File: config.mk
export PLATFORM = sky130hd
export DESIGN_NAME = reg_commit_arbiter_flat
export DESIGN_NICKNAME = d
export VERILOG_FILES = /design/src/rtl/reg_commit_arbiter_if.sv /design/src/rtl/reg_commit_arbiter.sv /design/src/flat_wrapper.sv
export SDC_FILE = /design/constraint.sdc
export NUM_CORES = 1
export LEC_CHECK = 0
export ABC_CLOCK_PERIOD_IN_PS = 14300
export CAP_MARGIN = 20
export CORE_MARGIN = 1.5
export CORE_UTILIZATION = 35
export DETAILED_ROUTE_END_ITERATION = 6
export HOLD_SLACK_MARGIN = 0.15
export PLACE_DENSITY = 0.59
export SLEW_MARGIN = 20
export SYNTH_ARGS = -nofsm -noshare
export SYNTH_HDL_FRONTEND = slang
export SYNTH_SLANG_ARGS = --single-unit
File: constraint.sdc
create_clock -name clk_in -period 14.3 [get_ports clk_in]
set_clock_uncertainty 0.05 [all_clocks]
set_input_delay 2.86 -clock clk_in [delete_from_list [all_inputs] [get_ports clk_in]]
set_output_delay 2.86 -clock clk_in [all_outputs]
set_load 0.01 [all_outputs]
File: src/rtl/reg_commit_arbiter_if.sv
// rtl/reg_commit_arbiter_if.sv - commit, rollback and register-file write bus of the commit arbiter
interface reg_commit_arbiter_if #(
  parameter int REG_W  = 5,
  parameter int DATA_W = 32,
  parameter int ROB_W  = 4
);
  logic              c0_valid_in;
  logic [REG_W-1:0]  c0_rd_in;
  logic [DATA_W-1:0] c0_v_in;
  logic [ROB_W-1:0]  c0_q_in;
  logic              c1_valid_in;
  logic [REG_W-1:0]  c1_rd_in;
  logic [DATA_W-1:0] c1_v_in;
  logic [ROB_W-1:0]  c1_q_in;
  logic              commit_ready_out;
  logic              rollback_req_in;
  logic [REG_W-1:0]  rd_to_reg;
  logic [DATA_W-1:0] V_to_reg;
  logic [ROB_W-1:0]  Q_to_reg;
  logic              commit_flag_to_reg;
  logic              rollback_flag_to_reg;
  logic              busy_out;

  modport master (
    output c0_valid_in, c0_rd_in, c0_v_in, c0_q_in,
    output c1_valid_in, c1_rd_in, c1_v_in, c1_q_in,
    output rollback_req_in,
    input  commit_ready_out, rd_to_reg, V_to_reg, Q_to_reg,
    input  commit_flag_to_reg, rollback_flag_to_reg, busy_out
  );

  modport slave (
    input  c0_valid_in, c0_rd_in, c0_v_in, c0_q_in,
    input  c1_valid_in, c1_rd_in, c1_v_in, c1_q_in,
    input  rollback_req_in,
    output commit_ready_out, rd_to_reg, V_to_reg, Q_to_reg,
    output commit_flag_to_reg, rollback_flag_to_reg, busy_out
  );
endinterface

File: src/rtl/reg_commit_arbiter.sv
// rtl/reg_commit_arbiter.sv - dual-commit to single-write-port arbiter with ordered rollback
module reg_commit_arbiter #(
  parameter int DEPTH  = 4,
  parameter int REG_W  = 5,
  parameter int DATA_W = 32,
  parameter int ROB_W  = 4
) (
  input  logic                 clk_in,
  input  logic                 rst_in,
  input  logic                 rdy_in,
  reg_commit_arbiter_if.slave  bus
);
  localparam int PTR_W = $clog2(DEPTH);
  localparam int CNT_W = PTR_W + 1;
  localparam logic [CNT_W-1:0] DUAL_LIMIT = CNT_W'(DEPTH - 2);

  typedef enum logic [1:0] {RUN, RB_WAIT, RB_PULSE} state_t;

  typedef struct packed {
    logic [REG_W-1:0]  rd;
    logic [DATA_W-1:0] v;
    logic [ROB_W-1:0]  q;
  } entry_t;

  state_t state, state_next;

  entry_t           mem [DEPTH];
  logic [PTR_W-1:0] wr_ptr, rd_ptr;
  logic [CNT_W-1:0] count;
  entry_t           out_q;
  logic             commit_flag_q;

  entry_t           c0_ent, c1_ent, head;
  logic             fifo_empty, commit_ready, accept, push0, push1, pop;
  logic [CNT_W-1:0] n_push;

  assign c0_ent = '{rd: bus.c0_rd_in, v: bus.c0_v_in, q: bus.c0_q_in};
  assign c1_ent = '{rd: bus.c1_rd_in, v: bus.c1_v_in, q: bus.c1_q_in};

  assign fifo_empty   = (count == '0);
  assign commit_ready = (state == RUN) && (count <= DUAL_LIMIT);
  assign accept       = rdy_in && commit_ready;
  assign push0        = accept && bus.c0_valid_in;
  assign push1        = accept && bus.c1_valid_in;
  assign n_push       = CNT_W'(push0) + CNT_W'(push1);
  // An empty FIFO forwards the oldest incoming entry so it reaches the outputs one cycle later.
  assign pop          = rdy_in && (!fifo_empty || push0 || push1);

  always_comb begin
    head = c1_ent;
    if (!fifo_empty) begin
      head = mem[rd_ptr];
    end else if (push0) begin
      head = c0_ent;
    end
  end

  always_ff @(posedge clk_in) begin
    if (push0) begin
      mem[wr_ptr] <= c0_ent;
    end
    if (push1) begin
      mem[wr_ptr + PTR_W'(push0)] <= c1_ent;
    end
  end

  always_ff @(posedge clk_in or posedge rst_in) begin
    if (rst_in) begin
      wr_ptr        <= '0;
      rd_ptr        <= '0;
      count         <= '0;
      out_q         <= '0;
      commit_flag_q <= 1'b0;
    end else if (rdy_in) begin
      wr_ptr        <= wr_ptr + PTR_W'(n_push);
      count         <= count + n_push - CNT_W'(pop);
      commit_flag_q <= pop;
      if (pop) begin
        rd_ptr <= rd_ptr + PTR_W'(1);
        out_q  <= head;
      end
    end
  end

  always_ff @(posedge clk_in or posedge rst_in) begin
    if (rst_in) begin
      state <= RUN;
    end else begin
      state <= state_next;
    end
  end

  // Rollback requests while already waiting or pulsing fold into the pending one.
  always_comb begin
    state_next = state;
    if (rdy_in) begin
      case (state)
        RUN:      if (bus.rollback_req_in) state_next = RB_WAIT;
        RB_WAIT:  if (fifo_empty && !pop) state_next = RB_PULSE;
        RB_PULSE: state_next = RUN;
        default:  state_next = RUN;
      endcase
    end
  end

  assign bus.commit_ready_out     = commit_ready;
  assign bus.rd_to_reg            = out_q.rd;
  assign bus.V_to_reg             = out_q.v;
  assign bus.Q_to_reg             = out_q.q;
  assign bus.commit_flag_to_reg   = commit_flag_q;
  assign bus.rollback_flag_to_reg = (state == RB_PULSE);
  assign bus.busy_out             = !fifo_empty || commit_flag_q || (state != RUN);
endmodule
File: src/flat_wrapper.sv
// flat-port wrapper written by rule: the top's interface ports become plain ports
module reg_commit_arbiter_flat 
#(
  parameter int DEPTH  = 4,
  parameter int REG_W  = 5,
  parameter int DATA_W = 32,
  parameter int ROB_W  = 4
)
  (clk_in, rst_in, rdy_in, bus_c0_valid_in, bus_c0_rd_in, bus_c0_v_in, bus_c0_q_in, bus_c1_valid_in, bus_c1_rd_in, bus_c1_v_in, bus_c1_q_in, bus_rollback_req_in, bus_commit_ready_out, bus_rd_to_reg, bus_V_to_reg, bus_Q_to_reg, bus_commit_flag_to_reg, bus_rollback_flag_to_reg, bus_busy_out);
  reg_commit_arbiter_if #(.REG_W(REG_W), .DATA_W(DATA_W), .ROB_W(ROB_W)) bus_i ();
  input  logic clk_in;
  input  logic rst_in;
  input  logic rdy_in;
  input wire logic [$bits(bus_i.c0_valid_in)-1:0] bus_c0_valid_in;
  input wire logic [$bits(bus_i.c0_rd_in)-1:0] bus_c0_rd_in;
  input wire logic [$bits(bus_i.c0_v_in)-1:0] bus_c0_v_in;
  input wire logic [$bits(bus_i.c0_q_in)-1:0] bus_c0_q_in;
  input wire logic [$bits(bus_i.c1_valid_in)-1:0] bus_c1_valid_in;
  input wire logic [$bits(bus_i.c1_rd_in)-1:0] bus_c1_rd_in;
  input wire logic [$bits(bus_i.c1_v_in)-1:0] bus_c1_v_in;
  input wire logic [$bits(bus_i.c1_q_in)-1:0] bus_c1_q_in;
  input wire logic [$bits(bus_i.rollback_req_in)-1:0] bus_rollback_req_in;
  output wire logic [$bits(bus_i.commit_ready_out)-1:0] bus_commit_ready_out;
  output wire logic [$bits(bus_i.rd_to_reg)-1:0] bus_rd_to_reg;
  output wire logic [$bits(bus_i.V_to_reg)-1:0] bus_V_to_reg;
  output wire logic [$bits(bus_i.Q_to_reg)-1:0] bus_Q_to_reg;
  output wire logic [$bits(bus_i.commit_flag_to_reg)-1:0] bus_commit_flag_to_reg;
  output wire logic [$bits(bus_i.rollback_flag_to_reg)-1:0] bus_rollback_flag_to_reg;
  output wire logic [$bits(bus_i.busy_out)-1:0] bus_busy_out;
  assign bus_i.c0_valid_in = bus_c0_valid_in;
  assign bus_i.c0_rd_in = bus_c0_rd_in;
  assign bus_i.c0_v_in = bus_c0_v_in;
  assign bus_i.c0_q_in = bus_c0_q_in;
  assign bus_i.c1_valid_in = bus_c1_valid_in;
  assign bus_i.c1_rd_in = bus_c1_rd_in;
  assign bus_i.c1_v_in = bus_c1_v_in;
  assign bus_i.c1_q_in = bus_c1_q_in;
  assign bus_i.rollback_req_in = bus_rollback_req_in;
  assign bus_commit_ready_out = bus_i.commit_ready_out;
  assign bus_rd_to_reg = bus_i.rd_to_reg;
  assign bus_V_to_reg = bus_i.V_to_reg;
  assign bus_Q_to_reg = bus_i.Q_to_reg;
  assign bus_commit_flag_to_reg = bus_i.commit_flag_to_reg;
  assign bus_rollback_flag_to_reg = bus_i.rollback_flag_to_reg;
  assign bus_busy_out = bus_i.busy_out;
  reg_commit_arbiter #(.DEPTH(DEPTH), .REG_W(REG_W), .DATA_W(DATA_W), .ROB_W(ROB_W)) u_core (.clk_in(clk_in), .rst_in(rst_in), .rdy_in(rdy_in), .bus(bus_i));
endmodule
==> results_dict.tcl, run 1 <==
set metrics [dict create \
    p_clk_share_pct 26.4 \
    gp_congestion 0.726 \
    overflow 0 \
    leakage_uw 0.00463 \
    syn_inst 796 \
    grt_usage_pct 18.2 \
    layout.filler_cells 2877 \
    syn-num-nets 891 \
    avgViaCountPerCell 5.51 \
    wl_met1_um 13200 \
    finalSetupTns_ps 0 \
    cts_buffers 24 \
    dp_cells 1276 \
    ys_ff_latch 215 \
    hold_buffers 0 \
    cts_tree "yes" \
    cp.arrival_ps 6790 \
    clkSlewWorstSetupHoldPaths_ps 60 \
    synth-edff-count 164 \
    start_util_pct 35.4 \
    seqPwrFrac_pct 38.4 \
    seqCellArea_mm2 0.00621 \
    grt_antenna_before_repair 0 \
    hold_viol_final 0 \
    top_layer_used "met4" \
    rrSetupSlack_ps 10310 \
    p_sw_share_pct 32.5 \
    core-area_mm2 0.0314 \
    antenna_left 0 \
    max-vdd-ir-drop_uv 141 \
    multi_input_area_mm2 0.00457 \
    synth_area_per_cell_um2 13.9 \
    p_int_uw 1600 \
    hp-class "flip-flop to flip-flop" \
    finalSetupViolCount 0 \
    synth_ff_type "edfxtp_1" \
    io-pin-count 133 \
    layout_common_cells "edfxtp_1 (164), mux2_2 (162), clkdlybuf4s50_1 (131)" \
    path_class "input pin to flip-flop" \
    die_area_mm2 0.0328 \
    dp_slack_ps 7190 \
    power.density_mw_per_mm2 175 \
    cts.sinks 215 \
    die_w_um 181 \
    first_iter_violations 437 \
    ys_seq_area_share_pct 55.9 \
    dieHeight_um 181 \
    dr_wl_met2_um 14500 \
    ys_warn_count 0 \
    clock_path_buffers 3 \
    diodes 0 \
    final_nets 995 \
    drive_gt1_share_pct 29.8 \
    drv_slew 0 \
    dp_hpwl_um 16900 \
    dr.pass1.iters 5 \
    cts_resized 0 \
    port_buffers 132 \
    synthArstFlopShare_pct 23.7 \
    p_comb_share_pct 35.2 \
    largest_reg_flops 164 \
    switchingPower_uw 772 \
    dpl-instance-area_mm2 0.0127 \
    min_period_ps 6580 \
    grt_max_degree 84 \
    startpoint_type "input pin" \
    postCtsSetupBuffers 0 \
    clock-root-buffer "clkbuf_16" \
    crit_fanout 59 \
    fmax_mhz 152 \
    first_global_vias 7771 \
    worst_pin_slew_ps 1080 \
    num_rows 65 \
    grt_pass1_wl_um 46100 \
    status "finished, final reports clean" \
    syn_to_final_growth_pct 22.0 \
    synth_area_mm2 0.0111 \
    final_cell_area_mm2 0.0135 \
    relSlewSlack_pct 28.2 \
    crit_path_cell_trace "buf_2 > buf_4 > nand2_2 > nor2_1 > ha_1 > xor2_1 > nor3_1 > nand2_2 > buf_4 > mux2_2" \
    h-tree-depth 1 \
    min_period_over_period_pct 46.0 \
    max_stage_delay_ps 770 \
    slowest_stage "nand2_2" \
    layout_commonest_cell "edfxtp_1" \
    end_kind "flip-flop" \
    required_ps 14510 \
    dr_wl_met3_um 1350 \
    synth.area.top_cells "edfxtp_1 (44%), mux2_2 (16%), dfrtp_1 (11%)" \
    yosys.area.top_type "edfxtp_1" \
    rsz0062_at_grt "no" \
    drt_wl_total_um 29500 \
    drv_cap 0 \
    worst_slack_ps 7720 \
    yosysTopAreaCellShare_pct 44.4 \
    final_cells 1320 \
    clk_latency_ps 510 \
    via_count 7268 \
    synth_cell_type_count 35 \
    drc 0 \
    post_drt_wl_per_cell_um 22.3 \
]
-- metrics by stage --
step / hold slack (ps) / power [uW] / utilization, %
floorplan: 431 / 1430 / -
finish: 455 / 2370 / 43.1
global route: 465 / 2500 / 43.1
detailed placement: 446 / 1770 / 40.6
CTS: 459 / 2400 / 43.1
global placement: 443 / 1760 / 40.6
-- critical path, delay by kind of cell --
family,cells,cell delay (ps)
XOR/XNOR,1,390
adder cells (fa/ha/maj),1,220
buffers and inverters,3,1140
multiplexers,1,400
AND/OR/NAND/NOR,4,1730
-- final timing paths --
check / depth (start not counted) / endpoint / startpoint
max: 10 / u_core.mem[1][37]$_DFFE_PP_ / rdy_in
min: 1 / u_core.bus.V_to_reg[3]$_DFFE_PP0P_ / u_core.bus.V_to_reg[3]$_DFFE_PP0P_
max reg2reg: 8 / u_core.mem[1][37]$_DFFE_PP_ / u_core.count[1]$_DFFE_PP0P_
min reg2reg: 1 / u_core.bus.V_to_reg[3]$_DFFE_PP0P_ / u_core.bus.V_to_reg[3]$_DFFE_PP0P_
min in group asynchronous: 3 / u_core.bus.rd_to_reg[0]$_DFFE_PP0P_ / rst_in
max in group asynchronous: 3 / u_core.rd_ptr[0]$_DFFE_PP0P_ / rst_in
-- layer usage --
layer  vias to the layer above  GRT usage [%]
li1                       3314              -
met5                         -              0
met4                         0           3.90
met2                       207           31.4
met3                        38           2.48
met1                      3709           24.4
-- final cells by class --
type,count,area share (%)
well taps,402,3.71
clock inverters,7,0.628
clock buffers,37,5.32
repair buffers,145,10.4
flip-flops and latches,215,45.8
inverters,11,0.305
multi-input cells,503,33.8
-- Yosys cell counts, types with 2 or more instances --
library cell / instances
mux2_1: 4
xnor2_1: 3
a21o_1: 2
mux4_2: 41
dfrtp_1: 51
clkbuf_1: 38
xor2_1: 4
buf_2: 13
nand3_1: 84
nor3_1: 3
a21oi_1: 41
mux2_2: 162
buf_4: 4
nor2_1: 4
ha_1: 6
buf_6: 8
edfxtp_1: 164
inv_1: 9
o22a_1: 41
o21ai_0: 46
buf_1: 4
and2_1: 2
nand2_1: 49
inv_2: 2
-- cells by family after synthesis --
logic type / after synthesis / share of synthesized area [%]
compound gates: 134 / 7.61
xor+xnor: 7 / 0.552
fa+ha+maj: 7 / 0.857
buf+inv: 78 / 3.46
flops: 215 / 55.9
mux: 207 / 25.2
simple gates: 148 / 6.51
-- power by group through the flow --
stage	combinational (uW)	sequential, uW	clock, uW
floorplan	543	891	0
detailed placement	839	928	0
finish	835	911	627
global placement	830	928	0
CTS	843	916	639
global route	903	932	662
(Power assumes the default switching activity.)
==> run 2, diff against run 1 <==
--- a/config.mk
+++ b/config.mk
@@ -5,7 +5,7 @@
 export SDC_FILE = /design/constraint.sdc
 export NUM_CORES = 1
 export LEC_CHECK = 0
-export ABC_CLOCK_PERIOD_IN_PS = 14300
+export ABC_CLOCK_PERIOD_IN_PS = 6400
 export CAP_MARGIN = 20
 export CORE_MARGIN = 1.5
 export CORE_UTILIZATION = 35
==> constraint.sdc (replaced) <==
create_clock -name clk_in -period 6.4 [get_ports clk_in]
set_clock_uncertainty 0.05 [all_clocks]
set_input_delay 1.28 -clock clk_in [delete_from_list [all_inputs] [get_ports clk_in]]
set_output_delay 1.28 -clock clk_in [all_outputs]
set_load 0.01 [all_outputs]
==> run 2 against run 1 <==
Against the previous run: via count increased by 0.63%; clock power increased by 120%; setup slack got worse by 5700 ps; die area did not move; first-iteration DRC count fell by 9.6%; global-route usage rose by 0.47 points; critical path type unchanged.
==> results_dict.tcl, run 2 (same netlist as run 1, synthesis figures left out) <==
set metrics [dict create \
    status "finished, final reports clean" \
    first_global_vias 7979 \
    crit_fanout 43 \
    diodes 0 \
    port_buffers 132 \
    final_cell_area_mm2 0.0135 \
    overflow 0 \
    dpl-instance-area_mm2 0.0127 \
    clock-root-buffer "clkbuf_16" \
    worst_pin_slew_ps 1080 \
    end_kind "flip-flop" \
    grt_pass1_wl_um 47500 \
    clkSlewWorstSetupHoldPaths_ps 60 \
    hp-class "flip-flop to flip-flop" \
    grt_antenna_before_repair 0 \
    cts.sinks 215 \
    start_util_pct 35.4 \
    dp_cells 1278 \
    finalSetupTns_ps 0 \
    clock_path_buffers 3 \
    drive_gt1_share_pct 29.8 \
    min_period_over_period_pct 68.4 \
    syn_to_final_growth_pct 22.0 \
    postCtsSetupBuffers 0 \
    cts_resized 0 \
    finalSetupViolCount 0 \
    core-area_mm2 0.0314 \
    fmax_mhz 229 \
    power.density_mw_per_mm2 391 \
    first_iter_violations 395 \
    rsz0062_at_grt "no" \
    io-pin-count 133 \
    final_cells 1323 \
    largest_reg_flops 164 \
    path_class "input pin to flip-flop" \
    grt_max_degree 84 \
    antenna_left 0 \
    h-tree-depth 1 \
    max-vdd-ir-drop_uv 202 \
    drv_cap 0 \
    avgViaCountPerCell 5.53 \
    die_area_mm2 0.0328 \
    clk_latency_ps 510 \
    post_drt_wl_per_cell_um 22.8 \
    drv_slew 0 \
    cts_tree "yes" \
    num_rows 65 \
    min_period_ps 4370 \
    dieHeight_um 181 \
    cp.arrival_ps 4580 \
    grt_usage_pct 18.7 \
    hold_viol_final 0 \
    relSlewSlack_pct 27.9 \
    cts_buffers 25 \
    startpoint_type "input pin" \
    final_nets 998 \
    gp_congestion 0.715 \
    dr.pass1.iters 5 \
    drt_wl_total_um 30100 \
    layout_commonest_cell "edfxtp_1" \
    layout_common_cells "edfxtp_1 (164), mux2_2 (162), clkdlybuf4s50_1 (131)" \
    die_w_um 181 \
    via_count 7314 \
    dp_hpwl_um 16900 \
    drc 0 \
    required_ps 6610 \
    hold_ws_ps 457 \
    leakage_uw 0.00463 \
    hold_buffers 0 \
]
[run 2: stage by stage]
stage                     worst slack [ps]  total power [uW]  utilization [%]
after floorplan                       1140              3200                -
after global placement                1570              3940             40.6
after detailed placement              1490              3960             40.6
after CTS                             2020              5360             43.1
after global routing                  1830              5580             43.1
final                                 2030              5300             43.1
[run 2: layout make-up]
type	count	area [um2]
fillers	2883	17800
flip-flops and latches	215	6210
clock inverters	7	60.1
multi-input cells	503	4570
well taps	402	503
repair buffers	147	1430
inverters	11	41.3
clock buffers	38	734
[run 2: power breakdown]
part           internal, uW  total (uW)  switching [uW]
Combinational           931        1880             946
Sequential             1800        2040             241
Clock                   826        1390             560
[run 2: routing by layer]
layer | global-route usage, % | vias up | wire [um]
met1 | 24.4 | 3748 | 13100
met3 | 2.30 | 42 | 1290
li1 | - | 3312 | -
met5 | 0 | - | 0
met4 | 4.37 | 0 | 497
met2 | 32.9 | 212 | 15200
[run 2: worst max-delay path, stage by stage]
cell	delay, ps
clkdlybuf4s50_1	450
nand2_2	80
buf_4	450
nor2_1	150
ha_1	260
xor2_1	420
nor3_1	130
nand2_2	490
buf_4	470
mux2_2	380
[run 2: path summary, 6_finish.rpt]
check / end / from / slack [ps] / depth (start not counted)
setup / recovery: u_core.mem[1][14]$_DFFE_PP_ / bus_c0_valid_in / 2030 / 10
hold / removal: u_core.bus.V_to_reg[7]$_DFFE_PP0P_ / u_core.bus.V_to_reg[7]$_DFFE_PP0P_ / 460 / 1
setup reg to reg: u_core.count[2]$_DFFE_PP0P_ / u_core.count[1]$_DFFE_PP0P_ / 2240 / 13
hold reg to reg: u_core.bus.V_to_reg[7]$_DFFE_PP0P_ / u_core.bus.V_to_reg[7]$_DFFE_PP0P_ / 460 / 1
max in group asynchronous: u_core.rd_ptr[0]$_DFFE_PP0P_ / rst_in / 4430 / 3
min in group asynchronous: u_core.bus.V_to_reg[29]$_DFFE_PP0P_ / rst_in / 1240 / 3
==> run 3, diff against run 2 <==
--- a/config.mk
+++ b/config.mk
@@ -5,7 +5,7 @@
 export SDC_FILE = /design/constraint.sdc
 export NUM_CORES = 1
 export LEC_CHECK = 0
-export ABC_CLOCK_PERIOD_IN_PS = 6400
+export ABC_CLOCK_PERIOD_IN_PS = 4250
 export CAP_MARGIN = 20
 export CORE_MARGIN = 1.5
 export CORE_UTILIZATION = 35
==> constraint.sdc (replaced) <==
create_clock -name clk_in -period 4.25 [get_ports clk_in]
set_clock_uncertainty 0.05 [all_clocks]
set_input_delay 0.85 -clock clk_in [delete_from_list [all_inputs] [get_ports clk_in]]
set_output_delay 0.85 -clock clk_in [all_outputs]
set_load 0.01 [all_outputs]
==> run 3 against run 2 <==
Against the previous run: cell count rose by 1.1%; critical path depth is 2 lower; total power is 53% higher; combinational power up 51%; sequential power increased by 51%; setup slack got worse by 1200 ps; hold slack better by 4.6 ps; sequential share of layout area is 0.53 points lower; die area unchanged; design area grew 1.2%; via count rose by 1.3%; largest power group unchanged; highest routed layer unchanged.
==> results_dict.tcl, run 3 (same netlist as run 1, synthesis figures left out) <==
set metrics [dict create \
    power.density_mw_per_mm2 593 \
    port_buffers 132 \
    grt_usage_pct 19.0 \
    dieHeight_um 181 \
    drc 0 \
    grt_max_degree 84 \
    dpl-instance-area_mm2 0.0129 \
    first_iter_violations 507 \
    cts_resized 0 \
    relSlewSlack_pct 28.2 \
    rrSetupSlack_ps 840 \
    end_kind "flip-flop" \
    r2r_start "u_core.count[1]$_DFFE_PP0P_" \
    first_global_vias 7832 \
    post_drt_wl_per_cell_um 23.0 \
    postCtsSetupBuffers 0 \
    leakage_uw 0.00472 \
    layout.filler_cells 2865 \
    overflow 0 \
    avgViaCountPerCell 5.54 \
    cts_buffers 26 \
    fmax_mhz 293 \
    start_util_pct 35.4 \
    clk_latency_ps 530 \
    num_rows 65 \
    io-pin-count 133 \
    clkSlewWorstSetupHoldPaths_ps 60 \
    r2r_cells 8 \
    final_nets 1011 \
    status "finished, final reports clean" \
    largest_reg_flops 164 \
    diodes 0 \
    syn_to_final_growth_pct 23.4 \
    worst_slack_ps 838 \
    min_period_over_period_pct 80.3 \
    wl_met1_um 13700 \
    grt_antenna_before_repair 0 \
    clock_path_buffers 3 \
    layout_common_cells "edfxtp_1 (164), mux2_2 (162), clkdlybuf4s50_1 (131)" \
    holdPathStages 1 \
    antenna_left 0 \
    drv_slew 0 \
    required_ps 4480 \
    worst_pin_slew_ps 1080 \
    drv_cap 0 \
    dp_hpwl_um 18300 \
    min_period_ps 3410 \
    core-area_mm2 0.0314 \
    die_area_mm2 0.0328 \
    die_w_um 181 \
    final_cell_area_mm2 0.0137 \
    rsz0062_at_grt "no" \
    path_class "flip-flop to flip-flop" \
    clock-root-buffer "clkbuf_16" \
    cts.sinks 215 \
    dp_slack_ps 532 \
    max-vdd-ir-drop_uv 296 \
    crit_fanout 17 \
    dr_wl_met3_um 1330 \
    drt_wl_total_um 30800 \
    r2r-end "u_core.mem[1][26]$_DFFE_PP_" \
    finalSetupViolCount 0 \
    layout_commonest_cell "edfxtp_1" \
    drive_gt1_share_pct 30.7 \
    dr.pass1.iters 5 \
    min_to "u_core.bus.V_to_reg[8]$_DFFE_PP0P_" \
    top_layer_used "met4" \
    hold_viol_final 0 \
    cts_tree "yes" \
    grt_pass1_wl_um 47900 \
    hp-class "flip-flop to flip-flop" \
    startpoint_type "flip-flop" \
    dr_wl_met2_um 15100 \
    via_count 7412 \
    hold_buffers 0 \
    h-tree-depth 1 \
    hold_start "u_core.bus.V_to_reg[8]$_DFFE_PP0P_" \
    gp_congestion 0.728 \
    cp.arrival_ps 3640 \
]
==> run 3: critical path, stage by stage, from the launching register on <==
cell,delay (ps)
dfrtp_1,410
a2111o_2,680
nor2_1,260
ha_1,200
xor2_1,400
nor3_1,120
nand2_2,290
buf_4,360
mux2_2,380
==> run 3: metrics by stage <==
stage / total power [uW] / utilization (%) / setup TNS (ps) / hold WS (ps) / std cells
3_3_place_gp: 5980 / 41.0 / 0 / 444 / 1290
3_5_place_dp: 5990 / 41.0 / 0 / 446 / 1290
5_1_grt: 8560 / 43.6 / 0 / 474 / 1337
6_report: 8130 / 43.6 / 0 / 462 / 1337
2_1_floorplan: 4820 / - / -47870 / 431 / 796
4_1_cts: 8230 / 43.6 / 0 / 468 / 1337
==> run 3: routing by layer <==
| metal | vias up | track usage, % |
|---|---|---|
| li1 | 3350 | - |
| met1 | 3824 | 24.9 |
| met2 | 190 | 32.8 |
| met3 | 48 | 2.74 |
| met4 | 0 | 4.97 |
| met5 | - | 0 |
==> run 3: power by group <==
group	internal (uW)	switching, uW
sequential	2700	391
combinational	1430	1410
clock	1330	870
total	5460	2670
==> run 3: layout make-up <==
class,count,area [um2],share of cell area (%)
clock buffers,40,754,5.51
clock inverters,7,83.8,0.612
inverters,11,41.3,0.301
multi-input cells,503,4570,33.3
flip-flops and latches,215,6210,45.3
well taps,402,503,3.67
repair buffers,159,1540,11.3
==> run 3: worst max path at each step <==
stage	slack (ps)	to	cells after the start	start
floorplan	-580	u_core.mem[1][0]$_DFFE_PP_	5	bus_c0_valid_in
global placement	570	u_core.mem[1][26]$_DFFE_PP_	9	bus_c0_valid_in
detailed placement	530	u_core.mem[1][26]$_DFFE_PP_	9	bus_c0_valid_in
CTS	860	u_core.mem[1][26]$_DFFE_PP_	8	u_core.count[1]$_DFFE_PP0P_
global route	700	u_core.mem[2][7]$_DFFE_PP_	8	u_core.count[1]$_DFFE_PP0P_
finish	840	u_core.mem[1][26]$_DFFE_PP_	8	u_core.count[1]$_DFFE_PP0P_
